--- config.mk ---
export PLATFORM = sky130hd
export DESIGN_NAME = trig_coax_tx
export DESIGN_NICKNAME = d
export VERILOG_FILES = /design/src/rtl/trig_coax_tx.sv
export SDC_FILE = /design/constraint.sdc
export NUM_CORES = 2
export LEC_CHECK = 0
export ABC_AREA = 1
export CORE_MARGIN = 3
export CORE_UTILIZATION = 35
export CTS_CLUSTER_DIAMETER = 80
export DETAILED_ROUTE_END_ITERATION = 10
export HOLD_SLACK_MARGIN = 0.12
export PLACE_DENSITY = 0.47
export SYNTH_ARGS = -nofsm -noshare
export SYNTH_HDL_FRONTEND = slang
export SYNTH_SLANG_ARGS = --single-unit
--- constraint.sdc ---
create_clock -name clk_adc -period 9 [get_ports clk_adc]
set_clock_uncertainty 0.05 [all_clocks]
set_input_delay 1.8 -clock clk_adc [delete_from_list [all_inputs] [get_ports clk_adc]]
set_output_delay 1.8 -clock clk_adc [all_outputs]
set_load 0.01 [all_outputs]
--- src/rtl/trig_coax_tx.sv ---
`default_nettype none
// ============================================================================
// Module   : trig_coax_tx
// Brief    : Per-channel coax trigger pulser with holdoff, veto, channel mask,
//            periodic test pulses and saturating sent/dropped counters.
// Revision : 1.0 - initial release
// ============================================================================
module trig_coax_tx #(
  parameter int NCH  = 16,
  parameter int CNTW = 32
) (
  input  logic            clk_adc,
  input  logic            rst,
  input  logic [NCH-1:0]  trig_in,
  input  logic [7:0]      pulsewidth,
  input  logic [7:0]      holdoff,
  input  logic            veto,
  input  logic [NCH-1:0]  chan_mask,
  input  logic [CNTW-1:0] testpulse_period,
  input  logic [7:0]      cntsel,
  input  logic            resetcnt,
  output logic [NCH-1:0]  coax_out,
  output logic [NCH-1:0]  busy,
  output logic [CNTW-1:0] sentout,
  output logic [CNTW-1:0] dropout
);

  typedef enum logic [1:0] {
    ST_IDLE = 2'd0,
    ST_FIRE = 2'd1,
    ST_HOLD = 2'd2
  } state_t;

  logic [7:0]      pw_q, pw_d, ho_q, ho_d, cntsel_q, cntsel_d;
  logic [NCH-1:0]  mask_q, mask_d, trig_q, trig_d, trig_prev_q, trig_prev_d;
  logic            veto_q, veto_d;
  logic [CNTW-1:0] period_q, period_d, auto_q, auto_d;
  logic [NCH-1:0]  coax_q, coax_d, busy_q, busy_d;
  logic [CNTW-1:0] sentout_q, sentout_d, dropout_q, dropout_d;

  logic            tp_fire;
  logic [NCH-1:0]  edge_w, req_w, fire_w, active_w;
  logic [CNTW-1:0] sent_arr [NCH];
  logic [CNTW-1:0] drop_arr [NCH];

  // Wrap on >= so a period shortened below the running count recovers at once
  assign tp_fire = (period_q != '0) && (auto_q >= period_q - CNTW'(1));
  assign edge_w  = trig_q & ~trig_prev_q;
  assign req_w   = mask_q & (edge_w | {NCH{tp_fire}});

  always_comb begin
    pw_d        = pulsewidth;
    ho_d        = holdoff;
    mask_d      = chan_mask;
    period_d    = testpulse_period;
    cntsel_d    = cntsel;
    trig_d      = trig_in;
    trig_prev_d = trig_q;
    veto_d      = veto;
    coax_d      = fire_w;
    busy_d      = active_w;
    if (period_q == '0 || tp_fire) begin
      auto_d = '0;
    end else begin
      auto_d = auto_q + CNTW'(1);
    end
    sentout_d = '0;
    dropout_d = '0;
    for (int c = 0; c < NCH; c++) begin
      if (cntsel_q == 8'(c)) begin
        sentout_d = sent_arr[c];
        dropout_d = drop_arr[c];
      end
    end
  end

  always_ff @(posedge clk_adc) begin
    if (rst) begin
      pw_q        <= '0;
      ho_q        <= '0;
      mask_q      <= '0;
      period_q    <= '0;
      cntsel_q    <= '0;
      trig_q      <= '0;
      trig_prev_q <= '0;
      veto_q      <= 1'b0;
      auto_q      <= '0;
      coax_q      <= '0;
      busy_q      <= '0;
      sentout_q   <= '0;
      dropout_q   <= '0;
    end else begin
      pw_q        <= pw_d;
      ho_q        <= ho_d;
      mask_q      <= mask_d;
      period_q    <= period_d;
      cntsel_q    <= cntsel_d;
      trig_q      <= trig_d;
      trig_prev_q <= trig_prev_d;
      veto_q      <= veto_d;
      auto_q      <= auto_d;
      coax_q      <= coax_d;
      busy_q      <= busy_d;
      sentout_q   <= sentout_d;
      dropout_q   <= dropout_d;
    end
  end

  for (genvar gi = 0; gi < NCH; gi++) begin : g_ch
    state_t          state_q, state_d;
    logic [7:0]      cnt_q, cnt_d, hold_q, hold_d;
    logic [CNTW-1:0] sent_q, sent_d, drop_q, drop_d;
    logic            inc_sent, inc_drop;

    always_comb begin
      state_d  = state_q;
      cnt_d    = cnt_q;
      hold_d   = hold_q;
      inc_sent = 1'b0;
      inc_drop = 1'b0;
      case (state_q)
        ST_IDLE: begin
          if (req_w[gi]) begin
            if (veto_q) begin
              inc_drop = 1'b1;
            end else begin
              inc_sent = 1'b1;
              state_d  = ST_FIRE;
              cnt_d    = (pw_q == 8'd0) ? 8'd1 : pw_q;
              hold_d   = ho_q;
            end
          end
        end
        ST_FIRE: begin
          inc_drop = req_w[gi];
          if (cnt_q <= 8'd1) begin
            if (hold_q == 8'd0) begin
              state_d = ST_IDLE;
            end else begin
              state_d = ST_HOLD;
              cnt_d   = hold_q;
            end
          end else begin
            cnt_d = cnt_q - 8'd1;
          end
        end
        ST_HOLD: begin
          inc_drop = req_w[gi];
          if (cnt_q <= 8'd1) begin
            state_d = ST_IDLE;
          end else begin
            cnt_d = cnt_q - 8'd1;
          end
        end
        default: state_d = ST_IDLE;
      endcase

      // Clear wins over a same-cycle increment; counts stick at all-ones
      sent_d = sent_q;
      drop_d = drop_q;
      if (resetcnt) begin
        sent_d = '0;
        drop_d = '0;
      end else begin
        if (inc_sent && (sent_q != '1)) sent_d = sent_q + CNTW'(1);
        if (inc_drop && (drop_q != '1)) drop_d = drop_q + CNTW'(1);
      end
    end

    always_ff @(posedge clk_adc) begin
      if (rst) begin
        state_q <= ST_IDLE;
        cnt_q   <= '0;
        hold_q  <= '0;
        sent_q  <= '0;
        drop_q  <= '0;
      end else begin
        state_q <= state_d;
        cnt_q   <= cnt_d;
        hold_q  <= hold_d;
        sent_q  <= sent_d;
        drop_q  <= drop_d;
      end
    end

    assign fire_w[gi]   = (state_q == ST_FIRE);
    assign active_w[gi] = (state_q != ST_IDLE);
    assign sent_arr[gi] = sent_q;
    assign drop_arr[gi] = drop_q;
  end

  assign coax_out = coax_q;
  assign busy     = busy_q;
  assign sentout  = sentout_q;
  assign dropout  = dropout_q;

endmodule
`default_nettype wire

==> flow_metrics.py <==
metrics = {
    "route": {
        "ant_nets": 0,
        "routed_wirelength_mm": 387.5,
        "drt_iter0_drc": 9076,
        "avgViaCountPerCell": 5.322,
        "drc": 0,
        "drt_first_pass_iters": 9,
        "wl_per_cell_um": 20.99,
        "num_vias": 98230,
    },
    "layout": {
        "drive_above_1_share_pct": 4.633,
        "area_growth_pct": 12.09,
        "final_util_pct": 39.63,
        "nets": 14970,
        "final_design_area_no_fill_um2": 107900,
    },
    "die": {
        "die_area_um2": 281300,
        "core_um2": 272200,
        "dieHeight_um": 530.4,
        "start_util_pct": 35.36,
        "die_x_um": 530.4,
        "rows": 191,
        "pin_count": 188,
    },
    "global_routing": {
        "first_global_vias": 92610,
        "grt_usage_pct": 26.56,
        "gr-total-overflow": 0,
        "antenna_found_initial": 10,
        "grt_pass1_wl_mm": 586.6,
        "grt_max_degree": 174,
    },
    "clock_network": {
        "clkSinkCount": 1545,
        "cts_buffers": 197,
        "hold_buffers": 0,
        "cts_tree": "done",
        "clock-root-buffer": "clkbuf_16",
        "post_cts_buffers": 0,
        "htree_levels": 4,
        "clk_pin_slew_worst_paths_ns": 0.06,
        "ctsResizeCount": 0,
        "clockBufferDepth": 4,
        "clk_latency_ns": 0.90,
    },
    "synth": {
        "synth_area_leaders": "dfxtp_1 32%, nand2_1 13%, xor2_1 7.7%, nor2_1 7.2%, a21oi_1 6.3%",
        "syn_area_per_cell_um2": 6.463,
        "syn_inst": 14890,
        "synth_seq_cells": 1545,
        "synth_cell_types": 52,
        "yosysTopAreaCell": "dfxtp_1",
        "syn_nets": 15150,
        "synth.top_cell.area_share_pct": 32.13,
        "synth_ff_type": "dfxtp_1",
        "async_reset_ff_share_pct": 0,
        "syn_area_um2": 96250,
        "synth_edf_count": 0,
        "seq_area_frac_synth_pct": 32.13,
        "ys.warnings.count": 0,
    },
    "pwr": {
        "finalPower_mw": 19.66,
        "power_density_nw_per_um2": 182.3,
        "seqPwrFrac_pct": 37.8,
        "intPower_mw": 13.65,
        "p_switching_mw": 6.019,
        "p_leak_nw": 36.90,
        "combPwrFrac_pct": 17.9,
        "p_clk_share_pct": 44.3,
        "ir_drop_v": 0.0001423,
        "switching_share_pct": 30.61,
    },
    "critical_path": {
        "critPathMostFrequentCell": "nor2_1",
        "path_class": "reg2reg",
        "cp_data_arrival_time_ns": 6.62,
        "start_kind": "flop",
        "startpoint": "period_q[2]",
        "crit_required_ns": 9.69,
        "cpPeakStageDelay_ns": 0.84,
        "cp_slowest_cell": "a21boi_4",
        "critPathCaptureType": "flop",
        "reg2reg_from": "period_q[2]",
        "cp_max_fo": 35,
    },
    "place": {
        "place_hpwl_mm": 284.4,
        "place_area_um2": 100800,
        "gp_congestion": 0.9341,
        "port_buffers": 187,
    },
    "sta": {
        "setup_tns_ns": 0,
        "setup_violations": 0,
        "holdWs_ns": 0.3706,
        "max_slew.worst_pin.slew_ns": 1.260,
        "fin_crit_ns": 5.932,
        "finalHoldViolations": 0,
        "final-max-slew-violation-count": 0,
        "period_share_pct": 65.91,
        "rsz0062_at_grt": "false",
        "slew_headroom_pct": 15.32,
        "fmax_mhz": 168.6,
    },
    "min_path": {
        "hp-start": "trig_prev_d[0]",
        "hp-class": "reg2reg",
    },
    "job": {
        "cap_violations": 0,
    },
    "status": {
        "status": "finished, final reports clean",
    },
}
sequential cells by signal (all words and copies together) (netlist names), 32 cells and up:
| signal | flops |
|---|---|
| g_ch.cnt_q | 128 |
| sentout | 32 |
| g_ch.state_q | 32 |
| g_ch.sent_q | 512 |
| g_ch.hold_q | 128 |
| auto_q | 32 |
| dropout | 32 |
| period_q | 32 |
| g_ch.drop_q | 512 |
cells in the final DEF, fill, tap and decap left out, drive strengths merged, types with 49 or more instances in the layout:
master,netlist,routed
xnor2,169,169
nor2,1866,1866
a21oi,1210,1210
buf,217,140
or2,81,81
xor2,843,843
clkinv,7,49
dfxtp,1545,1545
nor4,265,265
o221ai,105,105
clkdlybuf4s50,0,186
nor3,621,621
ha,162,162
o21ai,857,857
nand3,935,935
nand2,3371,3371
inv,1399,1409
clkbuf,490,263
nand4,580,580
Yosys cell counts (5+ instances only):
library cell,number
nor2_1,1851
nand4_2,6
and3_1,21
o31ai_1,5
or2_2,77
a21boi_1,19
nand4_1,574
nor3_1,615
nand2_2,31
o21bai_1,7
nand3b_1,27
buf_6,21
dfxtp_1,1545
clkinv_1,7
o21ai_1,197
nand3_1,925
xnor2_1,169
o21ai_0,660
and2_1,7
nand2_1,3340
nor4_1,261
xor2_1,843
buf_4,43
nor4b_1,5
nor2_2,14
o211ai_1,28
nor3b_1,22
a31oi_1,6
clkbuf_1,486
nand3_2,10
nor3_2,6
buf_2,124
ha_1,162
a21oi_1,1209
inv_1,1388
buf_1,28
o22ai_1,13
inv_2,11
o221ai_1,105
critical path: cells and delay by family, from the launching register on:
kind / cells / cell delay, ns
XOR/XNOR: 1 / 0.16
flip-flops: 1 / 0.34
adder cells (fa/ha/maj): 1 / 0.30
AND/OR/NAND/NOR: 19 / 3.16
buffers and inverters: 3 / 0.45
AO/OA/AOI/OAI: 2 / 1.24
through the flow:
stage | std cells | worst slack (ns)
after floorplan | 14890 | 5.079
after global placement | 18080 | 2.871
after detailed placement | 18080 | 2.992
after CTS | 18440 | 2.923
after global routing | 18450 | 2.268
final | 18460 | 3.068
path summary, 6_finish.rpt:
path         slack (ns)  cells past startpoint                end
max                3.07                     26  g_ch[0].drop_q[2]
min                0.37                      2     trig_prev_q[0]
max reg2reg        3.07                     26  g_ch[0].drop_q[2]
min reg2reg        0.37                      2     trig_prev_q[0]
per-layer routing:
layer / GRT usage, % / up-vias / share of wire (%)
li1: - / 48850 / -
met1: 36.56 / 46190 / 46
met2: 43.23 / 2644 / 45
met3: 2.931 / 539 / 5.2
met4: 8.524 / 0 / 3.5
met5: 0 / - / 0
power by group through the flow:
stage | Clock, mW | Sequential [mW] | Combinational, mW
after global placement | 0 | 7.58 | 3.52
after global routing | 9.17 | 7.47 | 3.98
after floorplan | 0 | 7.50 | 2.58
final | 8.72 | 7.42 | 3.52
after CTS | 8.93 | 7.42 | 3.52
after detailed placement | 0 | 7.57 | 3.50
cells by family (layout without fill, tap and decap cells):
kind of cell / after synthesis / after routing / share of synthesized area [%]
adders and majority gates: 162 / 162 / 2.106
and+or+nand+nor: 7803 / 7803 / 35.43
other: 0 / 14 / 0
AOI/OAI and AO/OA: 2258 / 2258 / 12.37
xor gates and xnor gates: 1012 / 1012 / 9.209
buffers and inverters: 2113 / 2093 / 8.750
DFF: 1545 / 1545 / 32.13
final cells by class:
cell class / count / area [um^2]
Timing Repair Buffer: 326 / 2983
Antenna cell: 14 / 35.03
Clock buffer: 263 / 5582
Tap cell: 3570 / 4467
Multi-Input combinational cell: 11240 / 57120
Clock inverter: 98 / 1469
Inverter: 1406 / 5293
Fill cell: 29820 / 164300
Sequential cell: 1545 / 30930
No activity file was read; power rests on OpenSTA's default activity.
